### src/rtl/axi4_video_frame_mux_if.sv
// AXI4-Stream video bus used by axi4_video_frame_mux.
// tuser marks start of frame, tlast marks end of line.
interface axi4_stream_if #(
    parameter int DW = 32
) ();
    logic [DW-1:0] tdata;
    logic          tvalid;
    logic          tready;
    logic          tlast;
    logic          tuser;

    modport master (
        output tdata, tvalid, tlast, tuser,
        input  tready
    );

    modport slave (
        input  tdata, tvalid, tlast, tuser,
        output tready
    );
endinterface

### src/rtl/axi4_video_frame_mux.sv
// Frame-synchronous 2:1 AXI4-Stream video source scheduler.
// Optional counters: define VIDEO_FRAME_MUX_CNT_EN.
module axi4_video_frame_mux #(
    parameter int TDATA_WIDTH = 32,
    parameter int X_ACTIVE    = 1920,
    parameter int Y_ACTIVE    = 1080
) (
    input  logic          clk_i,
    input  logic          rst_i,
    input  logic          sel_i,
    axi4_stream_if.slave  video_0_i,
    axi4_stream_if.slave  video_1_i,
    axi4_stream_if.master video_o,
    output logic          active_o,
    output logic          switching_o
`ifdef VIDEO_FRAME_MUX_CNT_EN
    ,
    output logic [15:0]   frame_cnt_o,
    output logic [15:0]   drop_cnt_o
`endif
);
    localparam int LW = $clog2(Y_ACTIVE + 1);
    localparam logic [LW-1:0] LAST_LN = LW'(Y_ACTIVE - 1);

    if (X_ACTIVE < 1 || Y_ACTIVE < 1) begin : g_bad_cfg
        $error("axi4_video_frame_mux: bad geometry");
    end

    typedef enum logic {SYNC, PASS} state_t;

    state_t           state_q, state_d;
    logic             active_q, active_d;
    logic [LW-1:0]    ln_cnt_q, ln_cnt_d;
    logic             in_frame_q, in_frame_d;
    logic             ovalid_q;
    logic [TDATA_WIDTH-1:0] odata_q;
    logic             olast_q;
    logic             ouser_q;

    logic                   g_valid;
    logic [TDATA_WIDTH-1:0] g_data;
    logic                   g_last;
    logic                   g_user;
    logic                   g_ready;
    logic                   ld;
    logic                   req;
    logic                   in_pass;
    logic                   drain;
    logic                   acc;
    logic                   fwd;
    logic                   eof;
    logic [LW-1:0]          base;

    always_comb begin
        g_valid = active_q ? video_1_i.tvalid : video_0_i.tvalid;
        g_data  = active_q ? video_1_i.tdata  : video_0_i.tdata;
        g_last  = active_q ? video_1_i.tlast  : video_0_i.tlast;
        g_user  = active_q ? video_1_i.tuser  : video_0_i.tuser;
        ld      = ~ovalid_q | video_o.tready;
        req     = sel_i != active_q;
        in_pass = state_q == PASS;
        // Between frames a pending request drains the old source.
        drain   = in_pass & req & ~in_frame_q;
        if (drain) begin
            g_ready = 1'b1;
        end else if (!in_pass) begin
            // SOF waits for room; everything before it is dropped.
            g_ready = ~g_user | ld;
        end else begin
            g_ready = ld;
        end
        acc  = g_valid & g_ready;
        fwd  = acc & ~drain & (in_pass | g_user);
        base = g_user ? '0 : ln_cnt_q;
        eof  = fwd & g_last & (base == LAST_LN);
    end

    always_comb begin
        ln_cnt_d   = ln_cnt_q;
        in_frame_d = in_frame_q;
        state_d    = state_q;
        active_d   = active_q;
        if (fwd) begin
            in_frame_d = g_user | in_frame_q;
            ln_cnt_d   = base;
            if (eof) begin
                ln_cnt_d   = '0;
                in_frame_d = 1'b0;
            end else if (g_last) begin
                ln_cnt_d = base + LW'(1);
            end
        end
        if (!in_pass) begin
            if (fwd) state_d = PASS;
        end else if (req & (drain | eof)) begin
            state_d  = SYNC;
            active_d = sel_i;
        end
    end

    always_ff @(posedge clk_i or posedge rst_i) begin
        if (rst_i) begin
            state_q    <= SYNC;
            active_q   <= 1'b0;
            ln_cnt_q   <= '0;
            in_frame_q <= 1'b0;
            ovalid_q   <= 1'b0;
            odata_q    <= '0;
            olast_q    <= 1'b0;
            ouser_q    <= 1'b0;
        end else begin
            state_q    <= state_d;
            active_q   <= active_d;
            ln_cnt_q   <= ln_cnt_d;
            in_frame_q <= in_frame_d;
            if (ld) begin
                ovalid_q <= fwd;
                if (fwd) begin
                    odata_q <= g_data;
                    olast_q <= g_last;
                    ouser_q <= g_user;
                end
            end
        end
    end

    assign video_0_i.tready = active_q ? 1'b1 : g_ready;
    assign video_1_i.tready = active_q ? g_ready : 1'b1;
    assign video_o.tvalid   = ovalid_q;
    assign video_o.tdata    = odata_q;
    assign video_o.tlast    = olast_q;
    assign video_o.tuser    = ouser_q;
    assign active_o         = active_q;
    assign switching_o      = state_q == SYNC;

`ifdef VIDEO_FRAME_MUX_CNT_EN
    logic [15:0] frame_cnt_q;
    logic [15:0] drop_cnt_q;

    always_ff @(posedge clk_i or posedge rst_i) begin
        if (rst_i) begin
            frame_cnt_q <= '0;
            drop_cnt_q  <= '0;
        end else begin
            if (fwd & g_user) frame_cnt_q <= frame_cnt_q + 16'd1;
            if (acc & ~in_pass & ~g_user & (drop_cnt_q != 16'hFFFF))
                drop_cnt_q <= drop_cnt_q + 16'd1;
        end
    end

    assign frame_cnt_o = frame_cnt_q;
    assign drop_cnt_o  = drop_cnt_q;
`endif
endmodule

### src/flat_wrapper.sv
// flat-port wrapper written by rule: the top's interface ports become plain ports
module axi4_video_frame_mux_flat 
#(
    parameter int TDATA_WIDTH = 32,
    parameter int X_ACTIVE    = 1920,
    parameter int Y_ACTIVE    = 1080
)
  (clk_i, rst_i, sel_i, active_o, switching_o, video_0_i_tdata, video_0_i_tvalid, video_0_i_tlast, video_0_i_tuser, video_0_i_tready, video_1_i_tdata, video_1_i_tvalid, video_1_i_tlast, video_1_i_tuser, video_1_i_tready, video_o_tdata, video_o_tvalid, video_o_tlast, video_o_tuser, video_o_tready);
  axi4_stream_if #(.DW((32))) video_0_i_i ();
  axi4_stream_if #(.DW((32))) video_1_i_i ();
  axi4_stream_if #(.DW((32))) video_o_i ();
  input  logic clk_i;
  input  logic rst_i;
  input  logic sel_i;
  output logic active_o;
  output logic switching_o;
  input wire logic [$bits(video_0_i_i.tdata)-1:0] video_0_i_tdata;
  input wire logic [$bits(video_0_i_i.tvalid)-1:0] video_0_i_tvalid;
  input wire logic [$bits(video_0_i_i.tlast)-1:0] video_0_i_tlast;
  input wire logic [$bits(video_0_i_i.tuser)-1:0] video_0_i_tuser;
  output wire logic [$bits(video_0_i_i.tready)-1:0] video_0_i_tready;
  input wire logic [$bits(video_1_i_i.tdata)-1:0] video_1_i_tdata;
  input wire logic [$bits(video_1_i_i.tvalid)-1:0] video_1_i_tvalid;
  input wire logic [$bits(video_1_i_i.tlast)-1:0] video_1_i_tlast;
  input wire logic [$bits(video_1_i_i.tuser)-1:0] video_1_i_tuser;
  output wire logic [$bits(video_1_i_i.tready)-1:0] video_1_i_tready;
  output wire logic [$bits(video_o_i.tdata)-1:0] video_o_tdata;
  output wire logic [$bits(video_o_i.tvalid)-1:0] video_o_tvalid;
  output wire logic [$bits(video_o_i.tlast)-1:0] video_o_tlast;
  output wire logic [$bits(video_o_i.tuser)-1:0] video_o_tuser;
  input wire logic [$bits(video_o_i.tready)-1:0] video_o_tready;
  assign video_0_i_i.tdata = video_0_i_tdata;
  assign video_0_i_i.tvalid = video_0_i_tvalid;
  assign video_0_i_i.tlast = video_0_i_tlast;
  assign video_0_i_i.tuser = video_0_i_tuser;
  assign video_0_i_tready = video_0_i_i.tready;
  assign video_1_i_i.tdata = video_1_i_tdata;
  assign video_1_i_i.tvalid = video_1_i_tvalid;
  assign video_1_i_i.tlast = video_1_i_tlast;
  assign video_1_i_i.tuser = video_1_i_tuser;
  assign video_1_i_tready = video_1_i_i.tready;
  assign video_o_tdata = video_o_i.tdata;
  assign video_o_tvalid = video_o_i.tvalid;
  assign video_o_tlast = video_o_i.tlast;
  assign video_o_tuser = video_o_i.tuser;
  assign video_o_i.tready = video_o_tready;
  axi4_video_frame_mux #(.TDATA_WIDTH(TDATA_WIDTH), .X_ACTIVE(X_ACTIVE), .Y_ACTIVE(Y_ACTIVE)) u_core (.clk_i(clk_i), .rst_i(rst_i), .sel_i(sel_i), .video_0_i(video_0_i_i), .video_1_i(video_1_i_i), .video_o(video_o_i), .active_o(active_o), .switching_o(switching_o));
endmodule
### config.mk
export PLATFORM = sky130hd
export DESIGN_NAME = axi4_video_frame_mux_flat
export DESIGN_NICKNAME = d
export VERILOG_FILES = /design/src/rtl/axi4_video_frame_mux_if.sv /design/src/rtl/axi4_video_frame_mux.sv /design/src/flat_wrapper.sv
export SDC_FILE = /design/constraint.sdc
export NUM_CORES = 1
export LEC_CHECK = 0
export ABC_AREA = 1
export BUFFER_PORTS_ARGS = -buffer_cell sky130_fd_sc_hd__buf_2
export CAP_MARGIN = 20
export CORE_MARGIN = 3
export CORE_UTILIZATION = 51
export CTS_CLUSTER_DIAMETER = 60
export DETAILED_ROUTE_END_ITERATION = 10
export PLACE_DENSITY = 0.85
export SYNTH_ARGS = -nofsm -noshare
export SYNTH_HDL_FRONTEND = slang
export SYNTH_SLANG_ARGS = --single-unit
### constraint.sdc
create_clock -name clk_i -period 4.1 [get_ports clk_i]
set_clock_uncertainty 0.1 [all_clocks]
set_input_delay 0 -clock clk_i [delete_from_list [all_inputs] [get_ports clk_i]]
set_output_delay 0 -clock clk_i [all_outputs]
set_load 0.02 [all_outputs]
Word level (Yosys, flattened, before mapping)
Index checks and enable logic that the tools add are counted.

storage, ports and cells
  output and inout bits = 39
  word-level logic and storage cells = 46
  bits of input ports = 74
  bits in registers = 49

operators by class
  equality and inequality tests = 2
  multiplexer cells = 15
  add/subtract/negate cells = 1
  reduce and logical (&&, ||, !) cells = 2
  bitwise logic cells = 18

operator list
  cell                                            number
  two-way mux 11 bit                              3
  two-way mux 32 bit                              1
  adder 11 x 1 -> 11 bit (second input constant)  1
  equality test 11 bit (second input constant)    1
  two-way mux 1 bit                               11
  AND 1 bit                                       8
  NOT 1 bit                                       5
  OR 1 bit                                        5
  AND reduction 2 bit                             2
  != test 1 bit                                   1

Longest topological paths before layout
Gate-level depths: netlist (run 1).

  depth in word-level cells = 14
  depth in mapped cells = 13
  mapped depth without buffers = 13

Least setup slack after synthesis (run 1)
OpenSTA, ideal clock, no wires.

  kind = register to register
  from = reg u_core.active_q (netlist: u_core.active_o)
  to = reg u_core.state_q (netlist: u_core.in_pass)
  stages on the path, launching flop included = 13
  path buffers = 0
  period minus slack after synthesis = 1.915 ns
  required time = 3.867 ns
  data arrival time = 1.682 ns
  path slack = 2.185 ns
  library setup time = 0.133 ns
  cell sequence = dfrtp_1 > inv_2 > nand2_2 > nand2_4 > nor2_2 > ha_1 > nand2_1 > nor2_1 > nand3_1 > nor2_1 > nand2_1 > nand2_1 > a21oi_1

between the ends
  cells in the longest elaborated chain, start to end = 14
  elaborated cells on any way between the ends = 24
  those cells by class = eq/ne (2); mux (9); bitwise (13)

ends and longest elaborated chain
  item                    RTL line                     source
  start, declared         axi4_video_frame_mux.sv:32   logic active_q, active_d;
  start signal, assigned  axi4_video_frame_mux.sv:113  active_q <= active_d;
  two-way mux 1 bit       axi4_video_frame_mux.sv:58   g_user = active_q ? video_1_i.tuser : video_0_i.tuser;
  NOT 1 bit               axi4_video_frame_mux.sv:68   g_ready = ~g_user | ld;
  OR 1 bit                axi4_video_frame_mux.sv:68
  two-way mux 1 bit       axi4_video_frame_mux.sv:66   end else if (!in_pass) begin
  two-way mux 1 bit       axi4_video_frame_mux.sv:64   if (drain) begin
  AND 1 bit               axi4_video_frame_mux.sv:72   acc = g_valid & g_ready;
  AND 1 bit (2 in a row)  axi4_video_frame_mux.sv:73   fwd = acc & ~drain & (in_pass | g_user);
  AND 1 bit (2 in a row)  axi4_video_frame_mux.sv:75   eof = fwd & g_last & (base == LAST_LN);
  OR 1 bit                axi4_video_frame_mux.sv:95   end else if (req & (drain | eof)) begin
  AND 1 bit               axi4_video_frame_mux.sv:95
  two-way mux 1 bit       axi4_video_frame_mux.sv:95
  two-way mux 1 bit (*)   axi4_video_frame_mux.sv:93   if (!in_pass) begin
  net u_core.state_d      axi4_video_frame_mux.sv:31   state_t state_q, state_d;
  end signal, assigned    axi4_video_frame_mux.sv:112  state_q <= state_d;
  end, declared           axi4_video_frame_mux.sv:31

Mark *: on every way through the listed nets, which the timed path passes. The rest lies on a longest branch.
A chain may end at the register's enable or synchronous reset.

Worst setup path in the final report (run 1)
  from = reg u_core.active_q (netlist: u_core.active_o)
  to = reg u_core.odata_q[11] (netlist: u_core.video_o.tdata[11])

between the ends
  cells in the longest elaborated chain, start to end = 9
  elaborated cells on any way between the ends = 16
  those cells by class = eq/ne (1); mux (5); bitwise (9); reduce/logical (1)

ends and longest elaborated chain
  item                           RTL line                     source
  two-way mux 1 bit              axi4_video_frame_mux.sv:58
  NOT 1 bit                      axi4_video_frame_mux.sv:68
  OR 1 bit                       axi4_video_frame_mux.sv:68
  two-way mux 1 bit              axi4_video_frame_mux.sv:66
  two-way mux 1 bit              axi4_video_frame_mux.sv:64
  AND 1 bit                      axi4_video_frame_mux.sv:72
  AND 1 bit (2 in a row)         axi4_video_frame_mux.sv:73
  AND reduction 2 bit (no line)  n/a
  end signal, assigned           axi4_video_frame_mux.sv:119  odata_q <= g_data;
  end, declared                  axi4_video_frame_mux.sv:36   logic [TDATA_WIDTH-1:0] odata_q;

Parallel ways exist; a longest one is shown, timed or not.

==> results.py, run 1 <==
metrics = {
    "clock_network": {
        "cts_buffer_depth": 2,
        "cts_resized": 0,
        "cts.htree.levels": 2,
        "cts.sinks": 49,
        "clkTransAtPathRegs_ns": 0.10,
        "clk-insertion-delay-late_ns": 0.31,
        "root_buffer": "clkbuf_8",
        "tritoncts": "done",
        "cts_inserted_buffers": 5,
    },
    "yosys": {
        "synth_ff_type": "dfrtp_1",
        "yosysUniqueCellTypes": 27,
        "synth.net_count": 409,
        "syn_area_per_cell_sq_um": 7.71,
        "synth_most_common_cell": "nand2_1",
        "synth_async_sr_flop_share_pct": 100,
        "syn_inst": 334,
        "synth-edff-count": 0,
        "ys_ff_latch": 49,
        "syn_area_sq_um": 2570,
        "yosysTopAreaCell": "dfrtp_1",
        "yosysSeqAreaShare_pct": 47.6,
        "synth_common_cells": "nand2_1, nor2_1, dfrtp_1",
        "synth_top_cells_by_area": "dfrtp_1, nand2_1, nor2_1, o31ai_1, inv_1",
        "synth_top_area_share_pct": 47.6,
        "yosysWarnings": 0,
    },
    "route": {
        "ant_nets": 0,
        "drt_iter0_drc": 351,
        "wirelength_um": 9660,
        "avgRoutedWirePerCell_um": 16.8,
        "via_count": 3244,
        "dr.pass1.iters": 5,
        "detail_route.drc_violations": 0,
        "viasPerCell": 5.63,
    },
    "global_routing": {
        "antenna_found_initial": 1,
        "grt_pass1_wl_um": 16100,
        "grt-ovfl-total": 0,
        "grt_start_max_net_pins": 72,
        "track_usage_pct": 34.2,
        "first_global_vias": 3400,
    },
    "floorplan": {
        "core_sq_um": 4790,
        "die_y_um": 77.0,
        "ios": 113,
        "die_w_um": 77.0,
        "start_util_pct": 53.8,
        "die_area_sq_um": 5940,
        "rows": 25,
    },
    "sta": {
        "holdWs_ns": 0.0380,
        "post-route-period-util_pct": 88.0,
        "fin_crit_ns": 3.61,
        "drv_slew": 0,
        "relSlewSlack_pct": 47.6,
        "tightestPinTransition_ns": 0.785,
        "fmax_mhz": 277,
        "grt_setup_unrepaired": "no",
        "fin_tns_setup_ns": 0,
        "hold_viol_final": 0,
        "setup_viol": 0,
    },
    "setup_path": {
        "crit_fanout": 71,
        "crit_path_end_kind": "flip-flop",
        "cp.required_ns": 4.25,
        "critPathArrivalTime_ns": 3.76,
        "rr_worst_depth": 8,
        "path_delay_family": "buffers and inverters",
        "max_stage_delay_ns": 0.86,
        "worstPathCellList": "inv_2 -> nand2_1 -> nand4_2 -> nand3_2 -> buf_4 -> nand2_1 -> o31ai_1 -> dlygate4sd3_1",
        "path_depth": 8,
        "critPathBufInv": 3,
        "cp_common_cell": "nand2_1",
        "worst_path_max_delay_cell": "dfrtp_1",
        "startpoint_type": "flip-flop",
        "path_class": "flip-flop to flip-flop",
    },
    "hold_path": {
        "hp-class": "input pin to async pin",
    },
    "run_status": {
        "status": "complete, no violations",
    },
    "pwr": {
        "powerDensity_nw_per_um2": 311,
        "ir_worst_vdd_uv": 237,
        "leakage_nw": 2.04,
    },
    "placed_design": {
        "detailed_place_hpwl_um": 4970,
        "io_buffers": 112,
        "place.gp.congestion": 0.931,
    },
    "layout": {
        "multi_input_area_sq_um": 1190,
        "synthToLayoutAreaGrowth_pct": 52.8,
        "regArea_sq_um": 1230,
        "final_nets": 583,
        "drive_gt1_share_pct": 26.4,
        "fillers": 260,
    },
    "job": {
        "cap_violations": 0,
    },
}
[worst register-to-register path: cells and delay by family, from the launching register on]
family	cells	cell delay, ns
buffers and inverters	3	1.69
DFF	1	0.86
and+or+nand+nor	4	0.77
AOI/OAI and AO/OA	1	0.11
[registers in the layout, summed over array words and instances, names as in the netlist]
| name | cells |
|---|---|
| u_core.video_o.tdata | 32 |
| u_core.ln_cnt_q | 11 |
| u_core.active_o | 1 |
| u_core.in_frame_q | 1 |
| u_core.in_pass | 1 |
| u_core.video_o.tlast | 1 |
| u_core.video_o.tuser | 1 |
| u_core.video_o.tvalid | 1 |
[what timing repair did]
item,in CTS,in global routing
endpoints found under the hold margin,83,0
hold buffers,67,0
buffers inserted,0,0
[worst paths after layout]
kind	start	endpoint	slack, ns
worst max-delay path	u_core.active_o$_DFFE_PP0P_	u_core.video_o.tdata[11]$_DFFE_PP0P_	0.49
worst min-delay path	rst_i	u_core.video_o.tdata[4]$_DFFE_PP0P_	0.04
worst max register to register	u_core.active_o$_DFFE_PP0P_	u_core.video_o.tdata[11]$_DFFE_PP0P_	0.49
worst min register to register	u_core.video_o.tuser$_DFFE_PP0P_	u_core.video_o.tuser$_DFFE_PP0P_	0.40
max in group asynchronous	rst_i	u_core.ln_cnt_q[7]$_DFFE_PP0N_	3.38
min in group clk_i	video_1_i_tlast	u_core.video_o.tlast$_DFFE_PP0P_	0.10
[report_power, final]
group / switching, W / internal (W)
clock: 0.000169 / 0.000119
combinational: 0.000195 / 0.000171
sequential: 0.0000333 / 0.000535
total: 0.000397 / 0.000825
[per-layer routing]
metal  up-vias  part of all wire (%)  track usage (%)
met1      1530                    34             36.5
met2       221                    52             61.4
met5         -                     0                0
li1       1435                     -                -
met4         0                   6.9             22.6
met3        58                   7.0             6.22
[kinds of logic after synthesis]
family	after synthesis	synth area share [%]
buffers and inverters	37	6.08
flip-flops	49	47.6
AO/OA/AOI/OAI	47	12.4
adder cells (fa/ha/maj)	1	0.486
AND/OR/NAND/NOR	197	32.3
XOR/XNOR	3	1.02
[cells in the final DEF, fill, tap and decap left out, types with 5 or more instances in the layout]
master / count
buf_2: 112
clkbuf_8: 5
dfrtp_1: 49
dlygate4sd3_1: 67
inv_1: 18
nand2_1: 89
nand3_1: 10
nand4_1: 7
nor2_1: 80
o21ai_0: 7
o31ai_1: 32
[final cells by class]
| type | count | share of cell area [%] |
|---|---|---|
| sequential | 49 | 31.2 |
| multi-input combinational | 248 | 30.3 |
| clock buffer | 6 | 1.84 |
| timing repair buffer | 182 | 32.2 |
| clock inverter | 1 | 0.223 |
| antenna | 1 | 0.0636 |
| tap | 67 | 2.13 |
| inverter | 22 | 2.10 |
[stage by stage]
step | utilization (%) | instances | total power (W) | setup slack, ns | area, sq um
floorplan | - | 334 | 0.000724 | 2.19 | 2570
global placement | 66.0 | 500 | 0.000824 | 1.24 | 3160
detailed placement | 66.0 | 500 | 0.000831 | 1.14 | 3160
CTS | 81.7 | 574 | 0.00119 | 0.696 | 3910
global route | 82.2 | 576 | 0.00127 | 0.207 | 3930
finish | 82.2 | 576 | 0.00122 | 0.491 | 3930
Power figures use the tool's default switching activity.
==> inputs of run 2 (changes only) <==
--- a/config.mk
+++ b/config.mk
@@ -5,12 +5,11 @@
 export SDC_FILE = /design/constraint.sdc
 export NUM_CORES = 1
 export LEC_CHECK = 0
-export ABC_AREA = 1
 export BUFFER_PORTS_ARGS = -buffer_cell sky130_fd_sc_hd__buf_2
 export CAP_MARGIN = 20
 export CORE_MARGIN = 3
 export CORE_UTILIZATION = 51
-export CTS_CLUSTER_DIAMETER = 60
+export CTS_CLUSTER_DIAMETER = 80
 export DETAILED_ROUTE_END_ITERATION = 10
 export PLACE_DENSITY = 0.85
 export SYNTH_ARGS = -nofsm -noshare
==> run 2 against run 1 <==
The run now ends with hold timing left; cell area barely moved; combinational power barely moved; critical path depth decreased by 1; via count down 12%; maximum frequency grew 25%; largest cell class unchanged; first-iteration DRC count shrank 39%; area after synthesis decreased by 1.0%.
==> results.py, run 2 <==
metrics = {
    "clock_network": {
        "cts_buffer_depth": 2,
        "cts.sinks": 49,
        "clkTransAtPathRegs_ns": 0.09,
        "cts.htree.levels": 2,
        "clk-insertion-delay-late_ns": 0.30,
        "tritoncts": "done",
        "root_buffer": "clkbuf_8",
        "cts_inserted_buffers": 5,
        "cts_setup_buffers": 0,
    },
    "yosys": {
        "yosysUniqueCellTypes": 46,
        "synthMuxAreaShare_pct": 14.3,
        "synth_async_sr_flop_share_pct": 100,
        "synthXorXnorAreaFrac_pct": 0.344,
        "synthAdderAreaFrac_pct": 0.491,
        "synth_top_area_share_pct": 48.1,
        "synth_common_cells": "dfrtp_1, nand2_1, o21ai_0",
        "synth-edff-count": 0,
        "syn_area_sq_um": 2550,
        "yosysWarnings": 0,
        "synth_compound_area_share_pct": 16.6,
        "syn_inst": 258,
        "ys_ff_latch": 49,
        "synth_most_common_cell": "dfrtp_1",
        "synth_ff_type": "dfrtp_1",
        "synth_top_family_by_area": "compound AO/OA/AOI/OAI gates",
        "syn_area_per_cell_sq_um": 9.87,
        "yosysSeqAreaShare_pct": 48.1,
        "synth_top_cells_by_area": "dfrtp_1, mux2i_1, o21ai_0, nand2_1, buf_2",
        "yosysTopAreaCell": "dfrtp_1",
        "synth.net_count": 333,
        "synth-simple-area-share_pct": 15.8,
    },
    "global_routing": {
        "grt_start_max_net_pins": 62,
        "use_met1_pct": 30.8,
        "first_global_vias": 2896,
        "grt-ovfl-total": 0,
        "grt_pass1_wl_um": 14000,
        "met2_usage_pct": 57.0,
        "met3_usage_pct": 5.63,
        "antenna_found_initial": 0,
        "top_usage_layer": "met2",
        "track_usage_pct": 30.5,
    },
    "setup_path": {
        "r2r_start": "u_core.active_o$_DFFE_PP0P_",
        "worst_path_max_delay_cell": "buf_4",
        "path_class": "flip-flop to flip-flop",
        "crit_path_end_kind": "flip-flop",
        "critPathBufInv": 2,
        "rr_worst_depth": 7,
        "worstPathCellList": "buf_4 -> o21ai_0 -> o32ai_2 -> nand3_2 -> buf_4 -> nand2_1 -> o21ai_0",
        "path_delay_family": "buffers and inverters",
        "max_stage_delay_ns": 0.54,
        "rrSetupSlack_ns": 1.21,
        "crit_fanout": 61,
        "r2r_end": "u_core.video_o.tdata[14]$_DFFE_PP0P_",
        "path_depth": 7,
        "cp.required_ns": 4.16,
        "startpoint_type": "flip-flop",
        "critPathArrivalTime_ns": 2.95,
    },
    "layout": {
        "regArea_sq_um": 1230,
        "stdcell_count": 500,
        "n_antenna_cell": 0,
        "final_nets": 507,
        "largest_reg_flops": 32,
        "multi_input_area_sq_um": 1210,
        "final_cell_mix": "buf_2, dlygate4sd3_1, dfrtp_1",
        "drive_gt1_share_pct": 31.2,
        "final_common_cell": "buf_2",
        "synthToLayoutAreaGrowth_pct": 54.3,
        "fillers": 280,
    },
    "run_status": {
        "failed_checks": "hold timing",
        "status": "finished with violations",
    },
    "route": {
        "dr.pass1.iters": 5,
        "viasPerCell": 5.68,
        "avgRoutedWirePerCell_um": 18.2,
        "detail_route.drc_violations": 0,
        "via_count": 2839,
        "drt_iter0_drc": 215,
        "wirelength_um": 9090,
        "ant_nets": 0,
    },
    "pwr": {
        "p_clk_share_pct": 27.1,
        "power_w": 0.00131,
        "ir_worst_vdd_uv": 264,
        "powerDensity_nw_per_um2": 334,
        "internal-power_w": 0.000882,
        "net-switching-power_w": 0.000432,
        "pwr-share-seq_pct": 45.3,
        "leakage_nw": 1.83,
        "pwr-share-comb_pct": 27.6,
        "sw_frac_of_total_pct": 32.9,
    },
    "floorplan": {
        "rows": 25,
        "core_sq_um": 4790,
        "die_area_sq_um": 5880,
        "die_y_um": 76.7,
        "die_w_um": 76.7,
        "start_util_pct": 53.2,
        "ios": 113,
    },
    "sta": {
        "grt_setup_unrepaired": "no",
        "post-route-period-util_pct": 70.5,
        "fmax_mhz": 346,
        "fin_tns_setup_ns": 0,
        "holdWs_ns": -0.00924,
        "drv_slew": 0,
        "setup_viol": 0,
        "relSlewSlack_pct": 54.4,
        "fin_crit_ns": 2.89,
        "hold_viol_final": 2,
        "tightestPinTransition_ns": 0.684,
    },
    "placed_design": {
        "detailed_place_hpwl_um": 4340,
        "place.gp.congestion": 0.813,
        "dpl.cell_count": 424,
        "io_buffers": 112,
    },
    "job": {
        "cap_violations": 0,
    },
    "hold_path": {
        "hp-class": "input pin to async pin",
    },
}
[run 2: power by group through the flow]
stage | Clock, W | Combinational (W) | Sequential (W)
finish | 0.000356 | 0.000363 | 0.000595
global route | 0.000378 | 0.000388 | 0.000603
CTS | 0.000355 | 0.000338 | 0.000586
detailed placement | 0 | 0.000290 | 0.000594
global placement | 0 | 0.000282 | 0.000592
floorplan | 0 | 0.000101 | 0.000664
[run 2: cell type report]
cell class | count | area share, %
timing repair buffer | 183 | 32.4
sequential | 49 | 31.2
multi-input combinational | 187 | 30.8
tap | 67 | 2.13
clock buffer | 5 | 1.75
clock inverter | 3 | 1.11
inverter | 6 | 0.573
[run 2: how the worst max path moves through the flow]
stage / slack, ns / startpoint / end
floorplan: 1.21 / u_core.active_o$_DFFE_PP0P_ / u_core.active_o$_DFFE_PP0P_
finish: 1.21 / u_core.active_o$_DFFE_PP0P_ / u_core.video_o.tdata[14]$_DFFE_PP0P_
global route: 0.95 / u_core.active_o$_DFFE_PP0P_ / u_core.video_o.tdata[14]$_DFFE_PP0P_
CTS: 1.39 / u_core.active_o$_DFFE_PP0P_ / u_core.video_o.tdata[11]$_DFFE_PP0P_
global placement: 1.53 / u_core.active_o$_DFFE_PP0P_ / u_core.video_o.tdata[23]$_DFFE_PP0P_
detailed placement: 1.40 / u_core.active_o$_DFFE_PP0P_ / u_core.video_o.tdata[11]$_DFFE_PP0P_
[run 2: logic make-up after synthesis]
group	after synthesis
muxes	36
AOI/OAI and AO/OA	67
buffers and inverters	22
DFF	49
adders and majority gates	1
and+or+nand+nor	82
xor gates and xnor gates	1
[run 2: worst min-delay path: cells and delay by family]
| kind | cells | cell delay [ns] |
|---|---|---|
| buffers and inverters | 3 | 0.75 |
[run 2: metrics by stage]
| stage | setup WS [ns] | hold slack, ns | cell area [sq um] | util [%] |
|---|---|---|---|---|
| finish | 1.21 | -0.00924 | 3930 | 82.1 |
| detailed placement | 1.40 | 0.193 | 3130 | 65.3 |
| floorplan | 1.21 | 0.0510 | 2550 | - |
| CTS | 1.39 | 0.101 | 3910 | 81.7 |
| global placement | 1.53 | 0.186 | 3130 | 65.3 |
| global route | 0.948 | 0.000404 | 3930 | 82.1 |
[run 2: metal layers]
layer	part of all wire (%)	up-vias
li1	-	1277
met1	35	1368
met2	54	145
met3	5.4	49
met4	6.1	0
met5	0	-
[run 2: repair_timing]
item | in CTS | in global routing
hold endpoints to repair | 84 | 0
resized for setup | 0 | 0
hold buffers | 67 | 0
setup endpoints to repair | 0 | 0
==> inputs of run 3 (changes only) <==
--- a/config.mk
+++ b/config.mk
@@ -5,13 +5,14 @@
 export SDC_FILE = /design/constraint.sdc
 export NUM_CORES = 1
 export LEC_CHECK = 0
+export ABC_AREA = 1
 export BUFFER_PORTS_ARGS = -buffer_cell sky130_fd_sc_hd__buf_2
 export CAP_MARGIN = 20
 export CORE_MARGIN = 3
-export CORE_UTILIZATION = 51
+export CORE_UTILIZATION = 43
 export CTS_CLUSTER_DIAMETER = 80
 export DETAILED_ROUTE_END_ITERATION = 10
-export PLACE_DENSITY = 0.85
+export PLACE_DENSITY = 0.77
 export SYNTH_ARGS = -nofsm -noshare
 export SYNTH_HDL_FRONTEND = slang
 export SYNTH_SLANG_ARGS = --single-unit
==> constraint.sdc (replaced) <==
create_clock -name clk_i -period 2.45 [get_ports clk_i]
set_clock_uncertainty 0.1 [all_clocks]
set_input_delay 0 -clock clk_i [delete_from_list [all_inputs] [get_ports clk_i]]
set_output_delay 0 -clock clk_i [all_outputs]
set_load 0.02 [all_outputs]
==> run 3 against run 2 <==
The run now ends clean; hold slack improved by 0.13 ns; critical path type unchanged; largest cell class unchanged; routed wire length is 1.9% lower; first-iteration DRC count grew 5.1%; maximum frequency increased by 31%; non-clock buffer count up 2; critical path depth decreased by 1; sequential power rose by 58%; final cell count rose by 17%; register-to-register slack worse by 0.96 ns; via count is 6.2% higher; total power rose by 51%.
==> results.py, run 3 (synthesized netlist as in run 1, its figures left out) <==
metrics = {
    "run_status": {
        "status": "complete, no violations",
    },
    "route": {
        "via_count": 3014,
        "viasPerCell": 5.17,
        "drt_iter0_drc": 226,
        "detail_route.drc_violations": 0,
        "ant_nets": 0,
        "dr.pass1.iters": 4,
        "avgRoutedWirePerCell_um": 15.3,
        "wirelength_um": 8920,
    },
    "layout": {
        "final_cell_area_sq_um": 3990,
        "final_common_cell": "buf_2",
        "multi_input_area_sq_um": 1200,
        "fillers": 421,
        "n_antenna_cell": 0,
        "synthToLayoutAreaGrowth_pct": 55.1,
        "drive_gt1_share_pct": 27.2,
        "largest_reg_flops": 32,
        "final_nets": 586,
        "final_cell_mix": "buf_2, nand2_1, nor2_1",
        "regArea_sq_um": 1230,
    },
    "placed_design": {
        "io_buffers": 112,
        "place_area_sq_um": 3220,
        "detailed_place_hpwl_um": 5180,
        "place.gp.congestion": 0.862,
    },
    "floorplan": {
        "start_util_pct": 45.6,
        "die_y_um": 83.4,
        "core_sq_um": 5640,
        "die_w_um": 83.4,
        "ios": 113,
        "rows": 27,
        "die_area_sq_um": 6950,
    },
    "global_routing": {
        "grt_pass1_wl_um": 14900,
        "antenna_found_initial": 0,
        "track_usage_pct": 26.6,
        "grt-ovfl-total": 0,
        "first_global_vias": 3181,
        "grt_start_max_net_pins": 41,
    },
    "sta": {
        "fin_crit_ns": 2.20,
        "post-route-period-util_pct": 89.9,
        "grt_setup_unrepaired": "no",
        "fmax_mhz": 454,
        "hold_viol_final": 0,
        "drv_slew": 0,
        "fin_tns_setup_ns": 0,
        "relSlewSlack_pct": 67.1,
        "setup_viol": 0,
        "tightestPinTransition_ns": 0.490,
    },
    "hold_path": {
        "min_to": "u_core.video_o.tlast$_DFFE_PP0P_",
        "hp-start": "video_0_i_tlast",
        "min_path_cells": 5,
        "hp-class": "input pin to flip-flop",
    },
    "clock_network": {
        "clkTransAtPathRegs_ns": 0.09,
        "cts_buffer_depth": 2,
        "root_buffer": "clkbuf_8",
        "clk-insertion-delay-late_ns": 0.30,
        "cts_setup_buffers": 0,
        "cts.htree.levels": 2,
        "cts_inserted_buffers": 5,
        "tritoncts": "done",
        "cts.sinks": 49,
    },
    "setup_path": {
        "max_stage_delay_ns": 0.57,
        "r2r_start": "u_core.active_o$_DFFE_PP0P_",
        "critPathBufInv": 2,
        "worst_path_max_delay_cell": "dlygate4sd3_1",
        "startpoint_type": "flip-flop",
        "rrSetupSlack_ns": 0.25,
        "rr_worst_depth": 6,
        "path_class": "flip-flop to flip-flop",
        "critPathArrivalTime_ns": 2.34,
        "r2r_end": "u_core.video_o.tdata[9]$_DFFE_PP0P_",
        "worstPathCellList": "inv_2 -> nand2_1 -> a21boi_1 -> nand3_4 -> o31ai_1 -> dlygate4sd3_1",
        "crit_path_end_kind": "flip-flop",
        "cp.required_ns": 2.59,
        "path_delay_family": "buffers and inverters",
        "crit_fanout": 16,
    },
    "pwr": {
        "net-switching-power_w": 0.000626,
        "pwr-share-comb_pct": 27.6,
        "ir_worst_vdd_uv": 288,
        "pwr-share-seq_pct": 47.4,
        "sw_frac_of_total_pct": 31.6,
        "internal-power_w": 0.00136,
        "p_clk_share_pct": 25.0,
        "powerDensity_nw_per_um2": 497,
        "leakage_nw": 2.05,
    },
    "job": {
        "cap_violations": 0,
    },
}
[run 3: changes by cell type in the layout (fill, tap and decap cells not counted), moves of 5 or more]
cell     before  now
and3_1        5    0
nand3_1       2   10
nand2_1      43   89
and2_1        5    0
o21ai_0      43    7
o31ai_1       2   32
nor2_1        8   80
mux2i_1      33    0
inv_1         5   18
[run 3: power groups by stage]
| stage | Clock [W] | Sequential, W | Combinational [W] |
|---|---|---|---|
| after CTS | 0.000504 | 0.000938 | 0.000534 |
| after global routing | 0.000539 | 0.000952 | 0.000592 |
| final | 0.000495 | 0.000941 | 0.000548 |
| after floorplan | 0 | 0.00105 | 0.000158 |
| after global placement | 0 | 0.000953 | 0.000440 |
| after detailed placement | 0 | 0.000952 | 0.000448 |
[run 3: how the worst max path moves through the flow]
stage | start | to | cells past startpoint
2_1_floorplan | u_core.active_o$_DFFE_PP0P_ | u_core.in_pass$_DFF_PP0_ | 12
3_3_place_gp | u_core.active_o$_DFFE_PP0P_ | u_core.in_pass$_DFF_PP0_ | 12
3_5_place_dp | u_core.active_o$_DFFE_PP0P_ | u_core.in_pass$_DFF_PP0_ | 12
4_1_cts | u_core.active_o$_DFFE_PP0P_ | u_core.video_o.tdata[9]$_DFFE_PP0P_ | 6
5_1_grt | u_core.active_o$_DFFE_PP0P_ | u_core.ln_cnt_q[0]$_DFFE_PP0N_ | 12
6_report | u_core.active_o$_DFFE_PP0P_ | u_core.video_o.tdata[9]$_DFFE_PP0P_ | 6
[run 3: area by class of cell]
class | instances | area share (%)
clock buffers | 6 | 2.07
flip-flops and latches | 49 | 30.7
repair buffers | 185 | 32.6
clock inverters | 1 | 0.188
well taps | 72 | 2.26
inverters | 22 | 2.07
multi-input cells | 248 | 30.1
[run 3: metrics by stage]
step / hold slack [ns] / std cells / utilization, % / setup WS, ns / total power (W)
finish: 0.117 / 583 / 70.8 / 0.247 / 0.00198
global route: 0.144 / 583 / 70.8 / 0.0170 / 0.00208
CTS: 0.100 / 583 / 70.6 / 0.123 / 0.00198
detailed placement: -0.0847 / 509 / 57.1 / 0.359 / 0.00140
global placement: -0.0937 / 509 / 57.1 / 0.480 / 0.00139
floorplan: 0.00962 / 334 / - / 0.535 / 0.00121
[run 3: routing by layer]
layer | vias to the layer above | wire length (um) | global-route usage (%)
li1 | 1444 | - | -
met1 | 1363 | 3220 | 27.9
met2 | 152 | 4510 | 47.5
met3 | 55 | 599 | 6.15
met4 | 0 | 590 | 17.1
met5 | - | 0 | 0
[run 3: what timing repair did]
| action | 4_1_cts | 5_1_grt |
|---|---|---|
| endpoints found under the hold margin | 52 | 0 |
| endpoints found under the setup margin | 0 | 1 |
| resized for setup | 0 | 2 |
| hold buffers | 67 | 0 |
[run 3: worst min-delay path: stages]
cell     delay (ns)
buf_2          0.09
nand2_1        0.06
nand2_1        0.09
inv_1          0.13
o21ai_0        0.11
